### src/rtl/herald_host_seq.sv
// herald_host_seq: host-side command sequencer for the Herald accelerator.
// Takes a command word and two operands in parallel, writes them to Herald
// byte by byte with WR strobes, polls BUSY on bus_din[7], reads the result
// back LSB-first with RD strobes and reports it with a one-cycle done pulse.
module herald_host_seq #(
   parameter int STROBE_W = 2,    // cycles each strobe is held high
   parameter int GAP_W    = 2,    // cycles strobe is held low after each high phase
   parameter int RD_LAT   = 2,    // cycles from RD rising to capture of bus_din
   parameter int TIMEOUT  = 4095  // BUSY-poll cycles before abort
) (
   input  logic        clk,
   input  logic        rst,
   input  logic        start,
   input  logic [7:0]  cmd,
   input  logic [31:0] op_a,
   input  logic [31:0] op_b,
   output logic        busy,
   output logic        done,
   output logic        err,
   output logic [63:0] result,
   output logic [7:0]  bus_dout,
   output logic        bus_wr,
   output logic        bus_rd,
   input  logic [7:0]  bus_din
);

   localparam int P     = STROBE_W + GAP_W;
   localparam int CYC_W = (P > 1) ? $clog2(P) : 1;

   // Phase-counter values that end the high phase, end the byte slot,
   // and mark the read capture point.
   localparam logic [CYC_W-1:0] HI_LAST   = CYC_W'(STROBE_W - 1);
   localparam logic [CYC_W-1:0] SLOT_LAST = CYC_W'(P - 1);
   localparam logic [CYC_W-1:0] CAP_AT    = CYC_W'(RD_LAT - 1);
   localparam logic [11:0]      POLL_LAST = 12'(TIMEOUT - 1);

   typedef enum logic [2:0] {
      S_IDLE,
      S_WR_HI,
      S_WR_LO,
      S_POLL,
      S_RD_HI,
      S_RD_LO,
      S_FIN
   } state_t;

   // Number of bytes written for a command; zero marks an unsupported code.
   function automatic logic [3:0] wr_count(input logic [7:0] c);
      case (c)
         8'h22:                      wr_count = 4'd1;
         8'h10:                      wr_count = 4'd5;
         8'h11, 8'h12, 8'h20, 8'h21: wr_count = 4'd9;
         default:                    wr_count = 4'd0;
      endcase
   endfunction

   // Number of result bytes read back for a command.
   function automatic logic [3:0] rd_count(input logic [7:0] c);
      case (c)
         8'h10:                      rd_count = 4'd8;
         8'h11, 8'h12, 8'h20, 8'h21: rd_count = 4'd4;
         default:                    rd_count = 4'd0;
      endcase
   endfunction

   state_t           state;
   logic [63:0]      op_sr;     // operand bytes still to be written, LSB next
   logic [3:0]       byte_idx;  // current byte within the write or read list
   logic [3:0]       wr_last;   // index of the final write byte
   logic [3:0]       rd_cnt;    // result bytes to read for this command
   logic [CYC_W-1:0] cyc;       // position inside the current byte slot
   logic [11:0]      poll_cnt;  // consecutive BUSY-high poll cycles
   logic [3:0]       req_wr;
   logic [3:0]       req_rd;

   assign req_wr = wr_count(cmd);
   assign req_rd = rd_count(cmd);

   // Sequencer FSM: every output is a register updated alongside the state.
   // NOTE: all state and outputs use non-blocking assignments so every branch
   // sees the values from before this edge, regardless of statement order.
   always_ff @(posedge clk) begin
      if (rst) begin
         state    <= S_IDLE;
         busy     <= 1'b0;
         done     <= 1'b0;
         err      <= 1'b0;
         result   <= '0;
         bus_dout <= '0;
         bus_wr   <= 1'b0;
         bus_rd   <= 1'b0;
         op_sr    <= '0;
         byte_idx <= '0;
         wr_last  <= '0;
         rd_cnt   <= '0;
         cyc      <= '0;
         poll_cnt <= '0;
      end else begin
         done <= 1'b0;

         // The capture point is counted from RD rising and may land in either phase.
         if ((state == S_RD_HI || state == S_RD_LO) && cyc == CAP_AT)
            result[{byte_idx[2:0], 3'b000} +: 8] <= bus_din;

         case (state)
            S_IDLE: begin
               if (start) begin
                  err    <= 1'b0;
                  result <= '0;
                  if (req_wr == 4'd0) begin
                     err   <= 1'b1;
                     done  <= 1'b1;
                     state <= S_FIN;
                  end else begin
                     busy     <= 1'b1;
                     bus_wr   <= 1'b1;
                     bus_dout <= cmd;
                     op_sr    <= {op_b, op_a};
                     byte_idx <= '0;
                     cyc      <= '0;
                     wr_last  <= req_wr - 4'd1;
                     rd_cnt   <= req_rd;
                     state    <= S_WR_HI;
                  end
               end
            end

            S_WR_HI: begin
               cyc <= cyc + 1'b1;
               if (cyc == HI_LAST) begin
                  bus_wr <= 1'b0;
                  state  <= S_WR_LO;
               end
            end

            S_WR_LO: begin
               if (cyc == SLOT_LAST) begin
                  cyc <= '0;
                  if (byte_idx == wr_last) begin
                     bus_dout <= '0;
                     poll_cnt <= '0;
                     state    <= S_POLL;
                  end else begin
                     byte_idx <= byte_idx + 1'b1;
                     bus_dout <= op_sr[7:0];
                     op_sr    <= op_sr >> 8;
                     bus_wr   <= 1'b1;
                     state    <= S_WR_HI;
                  end
               end else begin
                  cyc <= cyc + 1'b1;
               end
            end

            S_POLL: begin
               if (!bus_din[7]) begin
                  if (rd_cnt == 4'd0) begin
                     busy  <= 1'b0;
                     done  <= 1'b1;
                     state <= S_FIN;
                  end else begin
                     bus_rd   <= 1'b1;
                     byte_idx <= '0;
                     cyc      <= '0;
                     state    <= S_RD_HI;
                  end
               end else if (poll_cnt == POLL_LAST) begin
                  err    <= 1'b1;
                  result <= '0;
                  busy   <= 1'b0;
                  done   <= 1'b1;
                  state  <= S_FIN;
               end else begin
                  poll_cnt <= poll_cnt + 1'b1;
               end
            end

            S_RD_HI: begin
               cyc <= cyc + 1'b1;
               if (cyc == HI_LAST) begin
                  bus_rd <= 1'b0;
                  state  <= S_RD_LO;
               end
            end

            S_RD_LO: begin
               if (cyc == SLOT_LAST) begin
                  cyc <= '0;
                  if (byte_idx == rd_cnt - 4'd1) begin
                     busy  <= 1'b0;
                     done  <= 1'b1;
                     state <= S_FIN;
                  end else begin
                     byte_idx <= byte_idx + 1'b1;
                     bus_rd   <= 1'b1;
                     state    <= S_RD_HI;
                  end
               end else begin
                  cyc <= cyc + 1'b1;
               end
            end

            // done is high for this one cycle; start is not looked at here.
            S_FIN: state <= S_IDLE;

            default: state <= S_IDLE;
         endcase
      end
   end

endmodule

### config.mk
export PLATFORM = sky130hd
export DESIGN_NAME = herald_host_seq
export DESIGN_NICKNAME = d
export VERILOG_FILES = /design/src/rtl/herald_host_seq.sv
export SDC_FILE = /design/constraint.sdc
export NUM_CORES = 1
export LEC_CHECK = 0
export BUFFER_PORTS_ARGS = -buffer_cell sky130_fd_sc_hd__buf_2
export CAP_MARGIN = 20
export CORE_AREA = 3 3 130 132
export CTS_CLUSTER_SIZE = 28
export DETAILED_ROUTE_END_ITERATION = 12
export DIE_AREA = 0 0 133 135
export PLACE_DENSITY = 0.73
export SYNTH_ARGS = -nofsm -noshare
export SYNTH_HDL_FRONTEND = slang
export SYNTH_SLANG_ARGS = --single-unit
### constraint.sdc
create_clock -name clk -period 2.63 [get_ports clk]
set_input_delay 0.263 -clock clk [delete_from_list [all_inputs] [get_ports clk]]
set_output_delay 0.263 -clock clk [all_outputs]
set_load 0.01 [all_outputs]
=== Word level (Yosys, flattened, before mapping) ===
Cells that the tools add are included.

* Shift operators: 2
* Add/subtract/negate cells: 6
* Reductions and logical operators: 27
* Muxes and demuxes: 79
* Eq/ne operators: 33
* Bitwise logic cells: 1

{| class="wikitable"
|+ Operator list
! kind !! number
|-
| $mux W64 || 8
|-
| $pmux W64 S2 || 2
|-
| $bwmux W64 || 1
|-
| $shift A8 B8 Y64 const A || 1
|-
| $shiftx A8 B8 Y64 || 1
|-
| $mux W12 || 4
|-
| $mux W4 || 8
|-
| $mux W8 || 4
|-
| $eq A8 B5 Y1 const B || 3
|-
| $eq A8 B6 Y1 const B || 3
|-
| $mux W1 || 24
|-
| $mux W3 || 8
|-
| $ne A2 B2 Y1 const B || 12
|-
| $pmux W12 S2 || 1
|-
| $pmux W3 S6 || 1
|-
| $reduce_and A6 Y1 || 3
|-
| $mux W2 || 8
|-
| $pmux W4 S4 || 1
|-
| $pmux W8 S2 || 1
|-
| $reduce_and A5 Y1 || 3
|-
| $add A12 B1 Y12 const B || 1
|-
| $eq A12 B12 Y1 const B || 1
|-
| $pmux W1 S3 || 4
|-
| $pmux W4 S3 || 1
|-
| 29 further kinds || 44
|}

* Bits of input ports: 83
* Flip-flop bits (word level): 170
* Word-level logic and storage cells: 162
* Output and inout bits: 77

=== Longest topological paths before layout ===
Gate-level depths: netlist (run 1).

* Depth after elaboration: 7
* Mapped depth: 9
* Depth with buffers taken out: 7

=== Least setup slack after synthesis (run 1) ===
Ideal clock, no wire load.

* Path type: register -> register
* From: register byte_idx[0]
* To: register result[32]
* Data arrival time: 2.007 ns
* Data required time: 2.510 ns
* Stages on the path, launching flop included: 9
* Setup slack: 0.504 ns
* Path buffers: 1
* Library setup time: 0.120 ns
* Clock period less this slack: 2.126 ns
* Cell sequence: dfxtp_1 inv_1 ha_1 ha_1 nor3b_1 buf_2 nand3_1 nand2_1 a21oi_1

* Cells in the longest elaborated chain, start to end: 7
* Elaborated cells on any way between the ends: 9
* Those cells by class: 1 x add/sub; 2 x shift; 6 x mux

{| class="wikitable"
|+ RTL lines
! item !! RTL line !! RTL
|-
| start: declaration || 68 || <nowiki>logic [3:0] byte_idx;</nowiki>
|-
| start signal: assignment || 144 || <nowiki>byte_idx <= byte_idx + 1'b1;</nowiki>
|-
| start signal: assignment || 194 || <nowiki>byte_idx <= byte_idx + 1'b1;</nowiki>
|-
| $neg A6 Y8 * || 103 || <nowiki>result[{byte_idx[2:0], 3'b000} +: 8] <= bus_din;</nowiki>
|-
| $shiftx A8 B8 Y64 / $shift A8 B8 Y64 (equally long branches) || 103 ||
|-
| $bwmux W64 * || 103 ||
|-
| $mux W64 * || 102 || <nowiki>if ((state == S_RD_HI || state == S_RD_LO) && cyc == CAP_AT)</nowiki>
|-
| $mux W64 || 167 || <nowiki>end else if (poll_cnt == POLL_LAST) begin</nowiki>
|-
| $mux W64 || 156 || <nowiki>if (!bus_din[7]) begin</nowiki>
|-
| $pmux W64 S2 * || 105 || <nowiki>case (state)</nowiki>
|-
| end signal: indexed assignment || 103 ||
|-
| end: declaration || 20 || <nowiki>output logic [63:0] result,</nowiki>
|}

Every way passes the cells marked *; elsewhere a longest branch is shown, timed or not.
A chain may end at the register's enable or synchronous reset.

=== Worst setup path in the final report (run 1) ===
* From: register byte_idx[0]
* To: register result[16]

Same word-level chain as after synthesis.

==> reports/metrics.yaml, run 1 <==
cts_tree: "built"
cts_sinks: 167
synth_fa_ha_area_share_pct: 1.865
grt_pass1_wl_um: 33640
tns_ps: 0
synth_compound_area_share_pct: 22.78
end_kind: "flop"
switching_power_mw: 2.439
max-vdd-ir-drop_mv: 0.5032
synth_area_leaders: "dfxtp_1 (42%), a311oi_2 (7.6%), nand2_1 (7.2%), mux2i_1 (6.6%), a21oi_1 (5.5%)"
synthMuxAreaShare_pct: 6.868
slew_viol_final: 0
synthToLayoutAreaGrowth_pct: 19.08
cp_cell_sequence: "inv_1, ha_1, ha_1, nor3b_2, buf_4, nand2_1, nand2_1, a21oi_1"
syn_inst: 912
finClkSkew_ps: 8.143
cp_slowest_stage_delay_ps: 510
grtUsageMet1_pct: 31.06
pwr-share-clk_pct: 34.9
grt_pass1_vias: 6759
p_leak_nw: 3.996
rsz0062_at_grt: "no"
final_core_util_pct: 60.59
p_sw_share_pct: 35.64
grt_use_total_pct: 22.68
syn_area_um2: 8053
synthTopCellsByCount: "dfxtp_1 (167), nand2_1 (154), a21oi_1 (89)"
clockBufferDepth: 2
grt_antenna_before_repair: 0
synth_nets: 1007
cts_max_level: 4
ctsResizeCount: 1
cts_buffers: 17
worstSetupPathType: "reg -> reg"
seq_area_frac_synth_pct: 41.52
seqPwrFrac_pct: 39.9
die_height_um: 135
p_per_area_nw_per_um2: 713.6
io_pins: 160
synth_edf_count: 0
post-cts-setup-buffers: 0
outcome: "finished clean"
use_met3_pct: 4.732
clkTransAtPathRegs_ps: 70
rows: 46
overflow: 0
holdBufCountCts: 0
r2r_cells: 8
cp-start-kind: "flop"
cp_max_fo: 10
period_share_pct: 89.92
ys_warn_count: 0
die-area_um2: 17960
drc: 0
worst_slack_ps: 265.0
grt_busiest_layer: "met2"
maxCapViolCount: 0
ant_nets: 0
place_hpwl_um: 14510
max_slew_margin_pct: 44.33
grt_max_degree: 67
synth_most_common_cell: "dfxtp_1"
die_w_um: 133
worst_pin_slew_ps: 835.1
arrival_ps: 2670
ys.flop_type: "dfxtp_1"
hold_viol: 0
synth_top_family_by_area: "compound AO/OA/AOI/OAI gates"
pre_cts_slack_ps: 78.16
hold_path_depth: 3
fmax_mhz: 422.8
fin_nets: 1139
initial_core_util_pct: 50.88
wl_um: 21000
yosysTopAreaCell: "dfxtp_1"
yosys.area_share.simple_pct: 20.67
synthArstFlopShare_pct: 0
via_per_inst: 5.686
internal-power_mw: 4.404
io_buffer_count: 159
syn_avg_cell_area_um2: 8.830
synthXorXnorAreaFrac_pct: 0.9633
diodes: 0
clk_latency_ps: 430
yosysUniqueCellTypes: 65
setup_violations: 0
hold_class: "in -> reg"
vias: 7238
pwr-share-comb_pct: 25.2
critical-path-slowest-cell: "dfxtp_1"
wire_per_inst_um: 16.49
gp_congestion: 0.8913
drt_iter0_markers: 518
dr.pass1.iters: 6
drive_gt1_share_pct: 28.57
core_area_um2: 15830
crit_required_ps: 2940
synth_seq_cells: 167
grtUsageMet2_pct: 36.74
synth_top_area_share_pct: 41.52
cts-root-buf: "clkbuf_16"
period_needed_ps: 2365
## per-layer routing
| metal | share of wire, % | wire, um |
|---|---|---|
| met1 | 46 | 9635 |
| met2 | 48 | 10100 |
| met3 | 5.0 | 1052 |
| met4 | 0.99 | 208 |
| met5 | 0 | 0 |
## placed cells by master (no fill, tap or decap), types with 5 or more instances in the layout
| cell | count |
|---|---|
| ha_1 | 12 |
| a221oi_1 | 6 |
| nand4_1 | 17 |
| buf_12 | 5 |
| and3_1 | 14 |
| clkbuf_16 | 17 |
| or4_1 | 6 |
| buf_4 | 18 |
| a21oi_1 | 89 |
| or3_1 | 8 |
| inv_1 | 15 |
| nor3_1 | 20 |
| buf_2 | 158 |
| xnor2_1 | 6 |
| nand2_1 | 149 |
| and2_1 | 19 |
| o21ai_0 | 25 |
| a311oi_1 | 16 |
| dfxtp_1 | 166 |
| mux2i_1 | 53 |
| nor2_1 | 69 |
| a21oi_2 | 20 |
| nand3_1 | 24 |
| a311oi_2 | 41 |
| nand2_2 | 6 |
## power by group through the flow
stage	clock (mW)	sequential (mW)	combinational, mW
global placement	0	2.78	1.68
CTS	2.43	2.72	1.70
floorplan	0	2.73	1.28
detailed placement	0	2.78	1.69
finish	2.39	2.73	1.73
global route	2.52	2.74	1.88
## sequential cells by signal, indices dropped and copies added (netlist names), 2 cells and up
name,count
wr_last,3
byte_idx,4
op_sr,64
bus_dout,8
result,64
poll_cnt,12
cyc,2
state,3
rd_cnt,2
## metrics by stage
stage | instance area (um^2) | std cells | hold slack, ps | total power [mW]
5_1_grt | 9589 | 1273 | 102.1 | 7.135
3_5_place_dp | 9000 | 1241 | 442.9 | 4.477
3_3_place_gp | 9000 | 1241 | 439.3 | 4.466
4_1_cts | 9568 | 1273 | 89.95 | 6.854
2_1_floorplan | 8053 | 912 | 406.9 | 4.013
6_report | 9589 | 1273 | 102.4 | 6.843
## worst max-delay path: cells and delay by family, from the launching register on
family                   cells  cell delay (ps)
AO/OA/AOI/OAI                1               70
adder cells (fa/ha/maj)      2              580
buffers and inverters        2              410
flip-flops                   1              510
AND/OR/NAND/NOR              3              680
## path summary, 6_finish.rpt
check / from / end / slack [ps]
max: byte_idx[0] / result[16] / 270
min: op_a[0] / op_sr[0] / 100
max reg2reg: byte_idx[0] / result[16] / 270
min reg2reg: result[32] / result[32] / 450
## layout make-up
class / count / area, um^2
clock buffer: 17 / 425.4
fill: 1383 / 6238
tap: 216 / 270.3
inverter: 15 / 56.30
multi-input combinational: 662 / 4327
sequential: 167 / 3344
timing repair buffer: 181 / 1026
clock inverter: 15 / 140.1
## kinds of logic after synthesis
family / Yosys count
compound gates: 230
xor+xnor: 8
fa+ha+maj: 12
buf+inv: 83
flops: 167
mux: 55
simple gates: 357
Power figures use the tool's default switching activity.
==> run 2, diff against run 1 <==
--- a/config.mk
+++ b/config.mk
@@ -7,10 +7,11 @@
 export LEC_CHECK = 0
 export BUFFER_PORTS_ARGS = -buffer_cell sky130_fd_sc_hd__buf_2
 export CAP_MARGIN = 20
-export CORE_AREA = 3 3 130 132
+export CORE_AREA = 2 2 129 131
+export CTS_BUF_LIST = sky130_fd_sc_hd__clkbuf_8
 export CTS_CLUSTER_SIZE = 28
 export DETAILED_ROUTE_END_ITERATION = 12
-export DIE_AREA = 0 0 133 135
+export DIE_AREA = 0 0 131 133
 export PLACE_DENSITY = 0.73
 export SYNTH_ARGS = -nofsm -noshare
 export SYNTH_HDL_FRONTEND = slang
==> run 2 against run 1 <==
Setup slack better by 21 ps. Non-clock buffer count stayed put. Maximum frequency is 0.90% higher. Critical endpoint is now byte_idx[0].
==> reports/metrics.yaml, run 2 (synthesis gave the netlist of run 1 again) <==
drt_iter0_markers: 535  # +3.3%
tns_ps: 0  # unchanged
cts_tree: "built"
rows: 47  # +2.2%
grt_pass1_vias: 6446  # -4.6%
max_slew_margin_pct: 43.44  # -0.89 points
maxCapViolCount: 0  # unchanged
end_kind: "flop"
slew_viol_final: 0  # unchanged
wl_um: 20170  # -3.9%
die-area_um2: 17420  # -3.0%
p_per_area_nw_per_um2: 685.0  # -4.0%
rr_startpoint: "state[0]"
grt_pass1_wl_um: 32750  # -2.6%
die_height_um: 133  # -1.5%
cp-endpoint: "byte_idx[0]"
nFillCells: 1415  # +2.3%
worstSetupPathType: "reg -> reg"
max-vdd-ir-drop_mv: 0.4970  # -1.2%
period_share_pct: 89.12  # -0.80 points
fin_cells: 1276  # +0.24%
reg_top3: "op_sr: 64 flops, result: 64 flops, poll_cnt: 12 flops"
hold_class: "in -> reg"
clockBufferDepth: 2  # unchanged
final_cell_mix: "dfxtp_1 (166), buf_2 (158), nand2_1 (150)"
placed_area_um2: 8980  # -0.22%
gp_congestion: 0.8812  # -1.1%
place_hpwl_um: 13970  # -3.8%
dr.pass1.iters: 5  # -1
pre_cts_slack_ps: 139.5  # +61.32 ps
worst_slack_ps: 286.1  # +21.03 ps
critical-path-slowest-cell: "nor3_1"
vias: 7173  # -0.90%
crit_required_ps: 2980  # +40 ps
setup_violations: 0  # unchanged
grt_max_degree: 67  # unchanged
cts_buffers: 17  # unchanged
clk_latency_ps: 450  # +20 ps
multi_input_area_um2: 4319  # -0.17%
period_needed_ps: 2344  # -21.03 ps
via_per_inst: 5.621  # -1.1%
wire_per_inst_um: 15.81  # -4.2%
diodes: 0  # unchanged
final_core_util_pct: 58.32  # -2.3 points
initial_core_util_pct: 49.79  # -1.1 points
die_w_um: 131  # -1.5%
io_buffer_count: 159  # unchanged
arrival_ps: 2690  # +20 ps
worst_pin_slew_ps: 848.5  # +13.39 ps
fin_area_um2: 9432  # -1.6%
final_common_cell: "dfxtp_1"
drive_gt1_share_pct: 28.22  # -0.35 points
drc: 0  # unchanged
cts_max_level: 4  # unchanged
outcome: "finished clean"
r2r_cells: 6  # -2
whs_ps: 67.94  # -34.41 ps
cp_cell_sequence: "buf_4, nand3b_1, o21ai_0, nor3_1, or2_2, mux2_2"
synthToLayoutAreaGrowth_pct: 17.12
clkTransAtPathRegs_ps: 90  # +20 ps
grt_use_total_pct: 23.27  # +0.59 points
cts_sinks: 167  # unchanged
rr_endpoint: "byte_idx[0]"
rsz0062_at_grt: "no"
setup.worst_path.start: "state[0]"
cp_max_fo: 12  # +2
grt_antenna_before_repair: 0  # unchanged
cp-start-kind: "flop"
fmax_mhz: 426.6  # +0.90%
ff2ff_setup_slack_ps: 290  # +20 ps
seq_area_um2: 3344  # unchanged
p_leak_nw: 3.948  # -1.2%
cp_slowest_stage_delay_ps: 530  # +20 ps
io_pins: 160  # unchanged
cts-root-buf: "clkbuf_8"
fin_nets: 1139  # unchanged
hold_viol: 0  # unchanged
placed_cells: 1245  # +0.32%
power.total_mw: 6.461  # -5.6%
core_area_um2: 16170  # +2.2%
ant_nets: 0  # unchanged
finClkSkew_ps: 9.585  # +1.442 ps
overflow: 0  # unchanged
## run 2: changes by cell type in the layout (fill, tap and decap cells not counted), moves of 2 or more
cell,change
clkinvlp_4,-4
clkbuf_8,+19
buf_12,-2
clkbuf_16,-17
bufinv_16,+4
clkinv_2,+2
inv_6,-2
buf_4,+2
inv_8,-4
## run 2: how the worst min path moves through the flow
stage               startpoint         end  cells past startpoint
floorplan           bus_din[0]   result[0]                      2
global placement    result[16]  result[16]                      2
detailed placement  result[38]  result[38]                      2
CTS                    op_a[9]    op_sr[9]                      3
global route          op_b[28]   op_sr[60]                      3
finish                 op_a[9]    op_sr[9]                      3
## run 2: repair_timing
action | CTS | global route
resized for setup | 0 | 6
setup endpoints to repair | 0 | 38
hold buffers | 0 | 0
buffers inserted | 0 | 0
## run 2: layout make-up
cell class	instances	share of cell area, %
Sequential cell	167	35.46
Multi-Input combinational cell	662	45.79
Inverter	15	0.5970
Clock inverter	12	1.844
Tap cell	220	2.919
Timing Repair Buffer	181	10.61
Clock buffer	19	2.773
## run 2: critical path, delay by kind of cell (launching register included)
kind / cells / cell delay (ps)
multiplexers: 1 / 340
flip-flops: 1 / 450
buffers and inverters: 1 / 240
AND/OR/NAND/NOR: 3 / 1050
AO/OA/AOI/OAI: 1 / 160
## run 2: report_power, final
group / switching, mW / total (mW) / internal (mW)
Sequential: 0.0962 / 2.71 / 2.61
Clock: 0.934 / 2.01 / 1.08
Combinational: 1.19 / 1.74 / 0.544
## run 2: routing by layer
| metal | global-route usage (%) | wire length (um) | vias up |
|---|---|---|---|
| met3 | 5.014 | 1041 | 26 |
| met5 | 0 | 0 | - |
| met1 | 32.60 | 9305 | 3392 |
| met4 | 6.442 | 304 | 0 |
| li1 | - | - | 3533 |
| met2 | 36.15 | 9517 | 222 |
==> run 3, diff against run 2 <==
==> config.mk (replaced) <==
export PLATFORM = sky130hd
export DESIGN_NAME = herald_host_seq
export DESIGN_NICKNAME = d
export VERILOG_FILES = /design/src/rtl/herald_host_seq.sv
export SDC_FILE = /design/constraint.sdc
export NUM_CORES = 1
export LEC_CHECK = 0
export ABC_AREA = 1
export BUFFER_PORTS_ARGS = -buffer_cell sky130_fd_sc_hd__buf_2
export CAP_MARGIN = 20
export CORE_AREA = 2 2 112 157
export CTS_BUF_LIST = sky130_fd_sc_hd__clkbuf_8
export CTS_CLUSTER_SIZE = 28
export DETAILED_ROUTE_END_ITERATION = 12
export DIE_AREA = 0 0 114 159
export PLACE_DENSITY = 0.72
export SYNTH_ARGS = -nofsm -noshare
export SYNTH_HDL_FRONTEND = slang
export SYNTH_SLANG_ARGS = --single-unit
==> run 3 against run 2 <==
Design area rose by 2.3%. Hold slack better by 46 ps. Synthesized cell count up 40%. Sequential share of layout area decreased by 0.83 points. Clock power down 12%. Via count increased by 15%.
==> reports/metrics.yaml, run 3 <==
arrival_ps: 2710  # +20 ps
power.total_mw: 8.475  # +31%
finClkSkew_ps: 14.79  # +5.202 ps
cts_tree: "built"
grt_pass1_wl_um: 34980  # +6.8%
dr.pass1.iters: 5  # unchanged
clockBufferDepth: 2  # unchanged
seq_area_um2: 3343  # about the same
post-cts-setup-buffers: 0  # unchanged
reg_top3: "op_sr: 64 flops, result: 64 flops, poll_cnt: 12 flops"
setup_violations: 0  # unchanged
syn_inst: 1280  # +40%
grt_max_degree: 77  # +15%
die_height_um: 159  # +20%
rsz0062_at_grt: "no"
ant_nets: 0  # unchanged
place_hpwl_um: 15260  # +9.3%
synth_top_area_share_pct: 40.00  # -1.5 points
drc: 0  # unchanged
drive_gt1_share_pct: 16.98  # -11 points
synth_most_common_cell: "nand2_1"
end_kind: "flop"
rows: 56  # +19%
die_w_um: 114  # -13%
synthArstFlopShare_pct: 0  # unchanged
drt_iter0_markers: 356  # -33%
io_pins: 160  # unchanged
wl_met2_um: 10770  # +13%
met1_length_um: 8633  # -7.2%
cts_sinks: 167  # unchanged
final_common_cell: "nand2_1"
wl_um: 21370  # +6.0%
synth_area_leaders: "dfxtp_1 (40%), nand2_1 (16%), nor2_1 (11%), inv_1 (5.5%), o21ai_0 (5.0%)"
crit_required_ps: 2960  # -20 ps
p_per_area_nw_per_um2: 878.0  # +28%
die-area_um2: 18130  # +4.0%
worst_pin_slew_ps: 538.4  # -310.0 ps
vias: 8241  # +15%
grt_use_total_pct: 23.54  # +0.27 points
multi_input_area_um2: 4179  # -3.2%
cp_max_fo: 11  # -1
met3_length_um: 1351  # +30%
slew_viol_final: 0  # unchanged
period_needed_ps: 2379  # +35.27 ps
core_area_um2: 16680  # +3.1%
grt_pass1_vias: 7574  # +17%
io_buffer_count: 159  # unchanged
via_per_inst: 5.056  # -10%
cts_buffers: 17  # unchanged
holdBufCountCts: 0  # unchanged
max-vdd-ir-drop_mv: 0.5305  # +6.7%
synthToLayoutAreaGrowth_pct: 15.49
max_slew_margin_pct: 63.91  # +20 points
nFillCells: 1692  # +20%
grt_antenna_before_repair: 3  # +3
fmax_mhz: 420.3  # -1.5%
final_core_util_pct: 57.89  # -0.44 points
final_cell_mix: "nand2_1 (365), nor2_1 (238), dfxtp_1 (167)"
wire_per_inst_um: 13.11  # -17%
clk_latency_ps: 450  # about the same
seq_area_frac_synth_pct: 40.00  # -1.5 points
outcome: "finished clean"
worstSetupPathType: "reg -> reg"
tns_ps: 0  # unchanged
yosysTopAreaCell: "dfxtp_1"
fin_nets: 1507  # +32%
cp-start-kind: "flop"
ys.flop_type: "dfxtp_1"
cts_max_level: 4  # unchanged
top_layer: "met4"
clkTransAtPathRegs_ps: 100  # about the same
synth_nets: 1375  # +37%
p_leak_nw: 4.651  # +18%
period_share_pct: 90.46  # +1.3 points
synth_edf_count: 0  # unchanged
overflow: 0  # unchanged
synth_seq_cells: 167  # unchanged
syn_avg_cell_area_um2: 6.530  # -26%
gp_congestion: 0.9327  # +5.8%
hold_class: "in -> reg"
yosysUniqueCellTypes: 38  # -42%
hold_viol: 0  # unchanged
initial_core_util_pct: 50.12  # +0.33 points
synthTopCellsByCount: "nand2_1 (366), nor2_1 (238), dfxtp_1 (167)"
ys_warn_count: 0  # unchanged
syn_area_um2: 8358  # +3.8%
ctsResizeCount: 0  # unchanged
cts-root-buf: "clkbuf_8"
maxCapViolCount: 0  # unchanged
run 3: layout make-up:
| class | count | share of cell area, % |
|---|---|---|
| diodes | 2 | 0.05185 |
| clock buffers | 18 | 2.566 |
| clock inverters | 14 | 1.322 |
| inverters | 134 | 5.211 |
| multi-input cells | 915 | 43.29 |
| flip-flops and latches | 167 | 34.63 |
| well taps | 203 | 2.631 |
| repair buffers | 177 | 10.29 |
run 3: worst max-delay path: stages (launching register included):
cell and delay [ps]:
dfxtp_1 500, inv_1 140, ha_1 240, ha_1 290, inv_1 60, nor2_2 130, inv_1 250, nor2_2 370
inv_2 140, nand2_1 80, a21oi_1 60
run 3: cell families after synthesis:
kind of cell    after synthesis  synth area share [%]
simple gates                699                 34.27
buf+inv                     198                 10.13
fa+ha+maj                    12                 1.796
flops                       167                 40.00
compound gates              193                 12.65
xor+xnor                     11                 1.153
run 3: path summary, 6_finish.rpt:
check         startpoint          to  slack [ps]  cells past startpoint
max reg2reg  byte_idx[0]  result[27]         250                     10
max          byte_idx[0]  result[27]         250                     10
min reg2reg   result[30]  result[30]         460                      2
min           bus_din[2]  result[42]         110                      3
run 3: stage by stage:
step                hold slack (ps)  instance area [um^2]  std cells  setup WS (ps)
floorplan                     410.2                  8358       1280          421.9
global route                  113.7                  9651       1629          9.496
detailed placement            451.7                  9273       1596          282.7
CTS                           84.19                  9648       1628          261.3
finish                        113.9                  9653       1630          250.8
global placement              448.2                  9273       1596          323.7
run 3: report_power, final:
group | internal (mW) | switching (mW) | total, mW
sequential | 2.92 | 0.176 | 3.10
combinational | 1.16 | 2.46 | 3.62
clock | 0.782 | 0.976 | 1.76
total | 4.86 | 3.61 | 8.48
run 3: routing by layer:
layer,vias up,global-route usage (%)
li1,4285,-
met1,3669,26.90
met2,241,41.53
met3,46,5.672
met4,0,9.645
met5,-,0
